**src/rtl/multicycle_control_pkg.sv**
```systemverilog
// Shared control-unit definitions: opcodes, ALUOp codes, FSM states and PC source encodings.
// Also used by the ALU control decoder, so the ALUOp constants must stay in step with it.
package uc_defs;

    localparam logic [5:0] OPC_RTYPE = 6'b000000;
    localparam logic [5:0] OPC_LW    = 6'b100011;
    localparam logic [5:0] OPC_SW    = 6'b101011;
    localparam logic [5:0] OPC_BEQ   = 6'b000100;
    localparam logic [5:0] OPC_BNE   = 6'b000101;
    localparam logic [5:0] OPC_LDI   = 6'b001111;
    localparam logic [5:0] OPC_J     = 6'b000010;

    localparam logic [2:0] ALUOP_PASS1 = 3'b001;
    localparam logic [2:0] ALUOP_RTYPE = 3'b010;
    localparam logic [2:0] ALUOP_PASS2 = 3'b011;
    localparam logic [2:0] ALUOP_BEQ   = 3'b100;
    localparam logic [2:0] ALUOP_BNE   = 3'b101;

    localparam logic [1:0] PCSRC_SEQ    = 2'b00;
    localparam logic [1:0] PCSRC_BRANCH = 2'b01;
    localparam logic [1:0] PCSRC_JUMP   = 2'b10;

    typedef enum logic [2:0] {
        S_FETCH  = 3'd0,
        S_DECODE = 3'd1,
        S_EXEC   = 3'd2,
        S_MEM    = 3'd3,
        S_WB     = 3'd4,
        S_HALT   = 3'd5
    } state_t;

    typedef struct packed {
        logic rtype;
        logic load;
        logic store;
        logic branch_eq;
        logic branch_ne;
        logic ldi;
        logic jump;
        logic illegal;
    } insn_class_t;

    // lw/sw are register-indirect, so the address is simply rs passed through.
    function automatic logic [2:0] class_aluop(input insn_class_t c);
        logic [2:0] op;
        op = ALUOP_PASS1;
        if (c.rtype)          op = ALUOP_RTYPE;
        else if (c.ldi)       op = ALUOP_PASS2;
        else if (c.branch_eq) op = ALUOP_BEQ;
        else if (c.branch_ne) op = ALUOP_BNE;
        return op;
    endfunction

endpackage

```
**src/rtl/multicycle_control_decode.sv**
```systemverilog
// Combinational opcode classifier feeding the multicycle control FSM.
module control_decode
    import uc_defs::*;
#(
    parameter int unsigned OP_W = 6
) (
    input  logic [OP_W-1:0] opcode_i,
    output insn_class_t     cls_o
);

    always_comb begin
        cls_o = '0;
        case (opcode_i)
            OPC_RTYPE: cls_o.rtype     = 1'b1;
            OPC_LW:    cls_o.load      = 1'b1;
            OPC_SW:    cls_o.store     = 1'b1;
            OPC_BEQ:   cls_o.branch_eq = 1'b1;
            OPC_BNE:   cls_o.branch_ne = 1'b1;
            OPC_LDI:   cls_o.ldi       = 1'b1;
            OPC_J:     cls_o.jump      = 1'b1;
            default:   cls_o.illegal   = 1'b1;
        endcase
    end

endmodule

```
**src/rtl/multicycle_control.sv**
```systemverilog
// Main control FSM of the multicycle MIPS core: fetch/decode/execute/memory/writeback
// sequencing, variable-latency memory handshake and sticky illegal-opcode halt.
module multicycle_control
    import uc_defs::*;
#(
    parameter int unsigned OP_W    = 6,
    parameter int unsigned ALUOP_W = 3
) (
    input  logic               clock,
    input  logic               reset_n,
    input  logic [OP_W-1:0]    opcode,
    input  logic               alu_flag,
    input  logic               mem_ready,
    output logic               mem_req,
    output logic               mem_we,
    output logic               iord,
    output logic               ir_we,
    output logic               pc_we,
    output logic [1:0]         pc_src,
    output logic [ALUOP_W-1:0] alu_op,
    output logic               reg_we,
    output logic               reg_dst,
    output logic               mem_to_reg,
    output logic               illegal,
    output logic               busy
);

    state_t               state_q, state_d;
    insn_class_t          cls;
    logic                 mem_req_q, mem_we_q, iord_q;
    logic                 reg_we_q, reg_dst_q, mem_to_reg_q;
    logic                 illegal_q, busy_q;
    logic [ALUOP_W-1:0]   alu_op_q;
    logic                 is_branch;

    control_decode #(
        .OP_W (OP_W)
    ) u_decode (
        .opcode_i (opcode),
        .cls_o    (cls)
    );

    assign is_branch = cls.branch_eq | cls.branch_ne;

    always_comb begin
        state_d = state_q;
        case (state_q)
            // mem_req_q is low only in the idle cycle after reset; no fetch is outstanding then.
            S_FETCH:  if (mem_req_q && mem_ready) state_d = S_DECODE;
            S_DECODE: begin
                if (cls.illegal)   state_d = S_HALT;
                else if (cls.jump) state_d = S_FETCH;
                else               state_d = S_EXEC;
            end
            S_EXEC: begin
                if (is_branch)                 state_d = S_FETCH;
                else if (cls.load | cls.store) state_d = S_MEM;
                else                           state_d = S_WB;
            end
            S_MEM:    if (mem_ready) state_d = cls.store ? S_FETCH : S_WB;
            S_WB:     state_d = S_FETCH;
            S_HALT:   state_d = S_HALT;
            default:  state_d = S_FETCH;
        endcase
    end

    // Moore outputs are decoded from the next state so they are registered alongside it.
    always_ff @(posedge clock) begin
        if (!reset_n) begin
            state_q      <= S_FETCH;
            mem_req_q    <= 1'b0;
            mem_we_q     <= 1'b0;
            iord_q       <= 1'b0;
            reg_we_q     <= 1'b0;
            reg_dst_q    <= 1'b0;
            mem_to_reg_q <= 1'b0;
            illegal_q    <= 1'b0;
            busy_q       <= 1'b0;
            alu_op_q     <= ALUOP_PASS1;
        end else begin
            state_q      <= state_d;
            mem_req_q    <= (state_d == S_FETCH) || (state_d == S_MEM);
            iord_q       <= (state_d == S_MEM);
            mem_we_q     <= (state_d == S_MEM) && cls.store;
            reg_we_q     <= (state_d == S_WB);
            reg_dst_q    <= (state_d == S_WB) && cls.rtype;
            mem_to_reg_q <= (state_d == S_WB) && cls.load;
            busy_q       <= 1'b1;
            if (state_q == S_DECODE && state_d == S_EXEC) begin
                alu_op_q <= class_aluop(cls);
            end
            if (state_d == S_HALT) begin
                illegal_q <= 1'b1;
            end
        end
    end

    assign ir_we = (state_q == S_FETCH) && mem_req_q && mem_ready;
    assign pc_we = ir_we
                 || ((state_q == S_DECODE) && cls.jump)
                 || ((state_q == S_EXEC) && is_branch && alu_flag);

    always_comb begin
        pc_src = PCSRC_SEQ;
        if (state_q == S_DECODE && cls.jump)     pc_src = PCSRC_JUMP;
        else if (state_q == S_EXEC && is_branch) pc_src = PCSRC_BRANCH;
    end

    assign mem_req    = mem_req_q;
    assign mem_we     = mem_we_q;
    assign iord       = iord_q;
    assign alu_op     = alu_op_q;
    assign reg_we     = reg_we_q;
    assign reg_dst    = reg_dst_q;
    assign mem_to_reg = mem_to_reg_q;
    assign illegal    = illegal_q;
    assign busy       = busy_q;

endmodule
```
**config.mk**
```make
export PLATFORM = sky130hd
export DESIGN_NAME = multicycle_control
export DESIGN_NICKNAME = d
export VERILOG_FILES = /design/src/rtl/multicycle_control_pkg.sv /design/src/rtl/multicycle_control_decode.sv /design/src/rtl/multicycle_control.sv
export SDC_FILE = /design/constraint.sdc
export NUM_CORES = 1
export LEC_CHECK = 0
export CAP_MARGIN = 20
export CORE_AREA = 2 2 46 48
export CTS_CLUSTER_SIZE = 20
export DETAILED_ROUTE_END_ITERATION = 10
export DIE_AREA = 0 0 48 50
export PLACE_DENSITY = 0.67
export SYNTH_ARGS = -nofsm -noshare
export SYNTH_HDL_FRONTEND = slang
export SYNTH_SLANG_ARGS = --single-unit
```
**constraint.sdc**
```tcl
create_clock -name clock -period 1.3 [get_ports clock]
set_input_delay 0.26 -clock clock [delete_from_list [all_inputs] [get_ports clock]]
set_output_delay 0.26 -clock clock [all_outputs]
set_load 0.1 [all_outputs]
```
==> results of run 1 <==
timing repair:
| action | CTS | global route |
|---|---|---|
| pin swaps | 19 | 8 |
| buffers inserted | 6 | 7 |
| setup endpoints to repair | 17 | 17 |
| resized for setup | 50 | 13 |
kinds of logic after synthesis:
| group | Yosys count | synth area share |
|---|---|---|
| AND/OR/NAND/NOR | 39 | 0.348 |
| AO/OA/AOI/OAI | 14 | 0.200 |
| flip-flops | 14 | 0.407 |
| buffers and inverters | 3 | 0.0163 |
| multiplexers | 2 | 0.0290 |
through the flow:
| stage | instances | setup WS [ns] | power (mW) | utilization |
|---|---|---|---|---|
| 6_report | 163 | -0.532 | 1.22 | 0.867 |
| 3_5_place_dp | 147 | -0.688 | 0.827 | 0.716 |
| 3_3_place_gp | 147 | -0.639 | 0.819 | 0.716 |
| 4_1_cts | 157 | -0.471 | 1.20 | 0.824 |
| 5_1_grt | 163 | -0.582 | 1.26 | 0.867 |
| 2_1_floorplan | 72 | -1.51 | 0.652 | - |
cell usage in the layout (no fill, tap or decap), types with 3 or more instances in the layout:
master    instances
nand2_1           5
nand2b_4          3
buf_2             4
clkbuf_4          3
buf_4            25
buf_12           15
buf_6            13
dfxtp_1          10
o21a_1            3
nor3_4            4
cell type report:
class | instances | area [sq um]
timing repair buffer | 61 | 698
multi-input combinational | 55 | 583
sequential | 14 | 290
fill | 93 | 253
clock buffer | 4 | 36.3
tap | 27 | 33.8
inverter | 2 | 7.51
worst max-delay path, cell delays in order, from the launching register on:
cell	delay (ns)
dfxtp_2	0.34
nand2b_4	0.14
or2_4	0.25
nor3_4	0.14
a211o_1	0.21
buf_12	0.19
power by group through the flow:
stage / logic, mW / registers, mW / clock network (mW)
6_report: 0.439 / 0.454 / 0.326
5_1_grt: 0.456 / 0.454 / 0.352
4_1_cts: 0.415 / 0.455 / 0.329
3_5_place_dp: 0.362 / 0.465 / 0
3_3_place_gp: 0.354 / 0.465 / 0
2_1_floorplan: 0.120 / 0.532 / 0
routing by layer:
metal	share of wire	vias up	GRT usage
met5	0	-	0
met4	0.018	0	0.0811
met3	0.050	8	0.0659
met2	0.55	29	0.391
met1	0.39	421	0.262
li1	-	393	-
worst max path at each step:
stage                         end  slack [ns]  cells past startpoint
final                       pc_we       -0.53                      5
after global routing        pc_we       -0.58                      5
after CTS                   pc_we       -0.47                      5
after detailed placement  mem_req       -0.69                      6
after global placement      pc_we       -0.64                      5
after floorplan             pc_we       -1.51                      3
==> run_results.csv, run 1 <==
group,metric,value,unit
run_status,outcome,"finished with violations",
run_status,violations,"negative setup slack",
run,cap_violations,0,
place,port_buffers,24,
floorplan,core,1900,sq um
sta,fmax,0.546,GHz
final_layout,areaGrowthSynthToFinish,139,%
yosys,async_reset_ff_frac,0,
yosys,syn_area,689,sq um
sta,slew_headroom,0.774,
floorplan,start_util,0.362,
worst_hold_path,hold_path_depth,2,
yosys,synth_common_cells,"14 x dfxtp_1, 6 x nand2_1, 5 x nor3_1",
yosys,ys_seq_area_frac,0.407,
drt,drt_pre_antenna_iters,5,
sta,final.period_utilization,1.41,
drt,vias,851,
yosys,yosys-top-cells-area,"dfxtp_1 41%, nand2b_1 3.6%, nor3_1 3.6%, nand2_1 3.3%, o21a_1 3.3%",
worst_setup_path,crit_start,"state_q[2]",
worst_setup_path,worstSetupPathType,"register to output port",
power,p_sw,411,uW
clock_network,clock_latency,0.29,ns
sta,finalSetupViolCount,16,
worst_setup_path,critPathRequiredTime,1.04,ns
worst_hold_path,hp-start,"opcode[2]",
sta,worst_slew_pin_slew,0.338,ns
floorplan,num_io_pins,25,
sta,finalCriticalPeriod,1.83,ns
worst_setup_path,r2r-end,"reg_we",
power,vdd_ir_drop_max,1.17,mV
clock_network,clk_pin_slew,0.10,ns
power,pwr-share-comb,0.360,
worst_hold_path,hp-class,"input pin to register",
clock_network,cts_tree,"yes",
worst_setup_path,critPathMaxFanout,2,
power,p_per_area,739,nW/um^2
sta,setup_ws,-0.532,ns
worst_setup_path,cp-start-kind,"register",
sta,rsz0062_at_grt,"true",
drt,drc,0,
sta,fin_skew,0.0132,ns
worst_setup_path,rrSetupSlack,-0.38,ns
worst_setup_path,reg2reg_from,"state_q[2]",
place,place_area,1360,sq um
yosys,syn-instance-count,72,
yosys,synth.most_common_cell,"dfxtp_1",
yosys,synth_nets,82,
clock_network,cts_made_buffers,3,
global_route,grt_overflow_total,0,
drt,drt-total-wl,2930,um
power,p_leak,0.683,nW
power,p_int,808,uW
final_layout,num-nets-final,147,
yosys,synth-edff-count,0,
yosys,yosysUniqueCellTypes,36,
floorplan,die_x,48,um
yosys,syn_area_per_cell,9.58,sq um
yosys,synth_flop_cell,"dfxtp_1",
drt,wl_per_cell,17.9,um
final_layout,post-route-cell-area,1650,sq um
sta,hold_violations,0,
power,p_seq_frac,0.372,
clock_network,cts_htree_levels,1,
clock_network,clkSinkCount,14,
sta,hold_ws,0.355,ns
worst_setup_path,crit_arrival,1.57,ns
worst_setup_path,end_kind,"output port",
drt,drt-initial-drc-count,15,
sta,tns,-4.01,ns
yosys,ys_warn_count,0,
place,gp_congestion,0.861,
drt,viasPerCell,5.22,
clock_network,cts_hold_buf,0,
worst_hold_path,hold_end,"reg_dst",
yosys,ys_seq_elements,14,
yosys,yosysTopAreaCell,"dfxtp_1",
power,p_clk_frac,0.268,
sta,maxSlewViolCount,0,
power,swShare,0.337,
clock_network,root_buffer,"clkbuf_4",
floorplan,die_height,50,um
global_route,grtUsageTotal,0.231,
yosys,yosysTopAreaCellShare,0.407,
worst_setup_path,reg2reg_depth,9,
global_route,grt_pass1_vias,869,
clock_network,clockBufferDepth,2,
global_route,grt_start_max_net_pins,16,
floorplan,num_rows,16,
global_route,antenna_found_initial,0,
drt,drtAntennaViolNets,0,
floorplan,dieArea,2400,sq um
global_route,grt_pass1_wl,3910,um
final_layout,drive_gt1_frac,0.706,
place,hpwlAfterDp,1690,um
final_layout,antenna_cells_inserted,0,
(Power assumes the default switching activity.)
==> inputs of run 2 (changes only) <==
- CTS_CLUSTER_DIAMETER: not set -> 80
==> results of run 2 <==
The final DEF is identical to that of run 1; final timing and power are the same.
==> inputs of run 3 (changes only) <==
- SLEW_MARGIN: not set -> 20
==> results of run 3 <==
The final DEF is identical to that of run 1; final timing and power are the same.
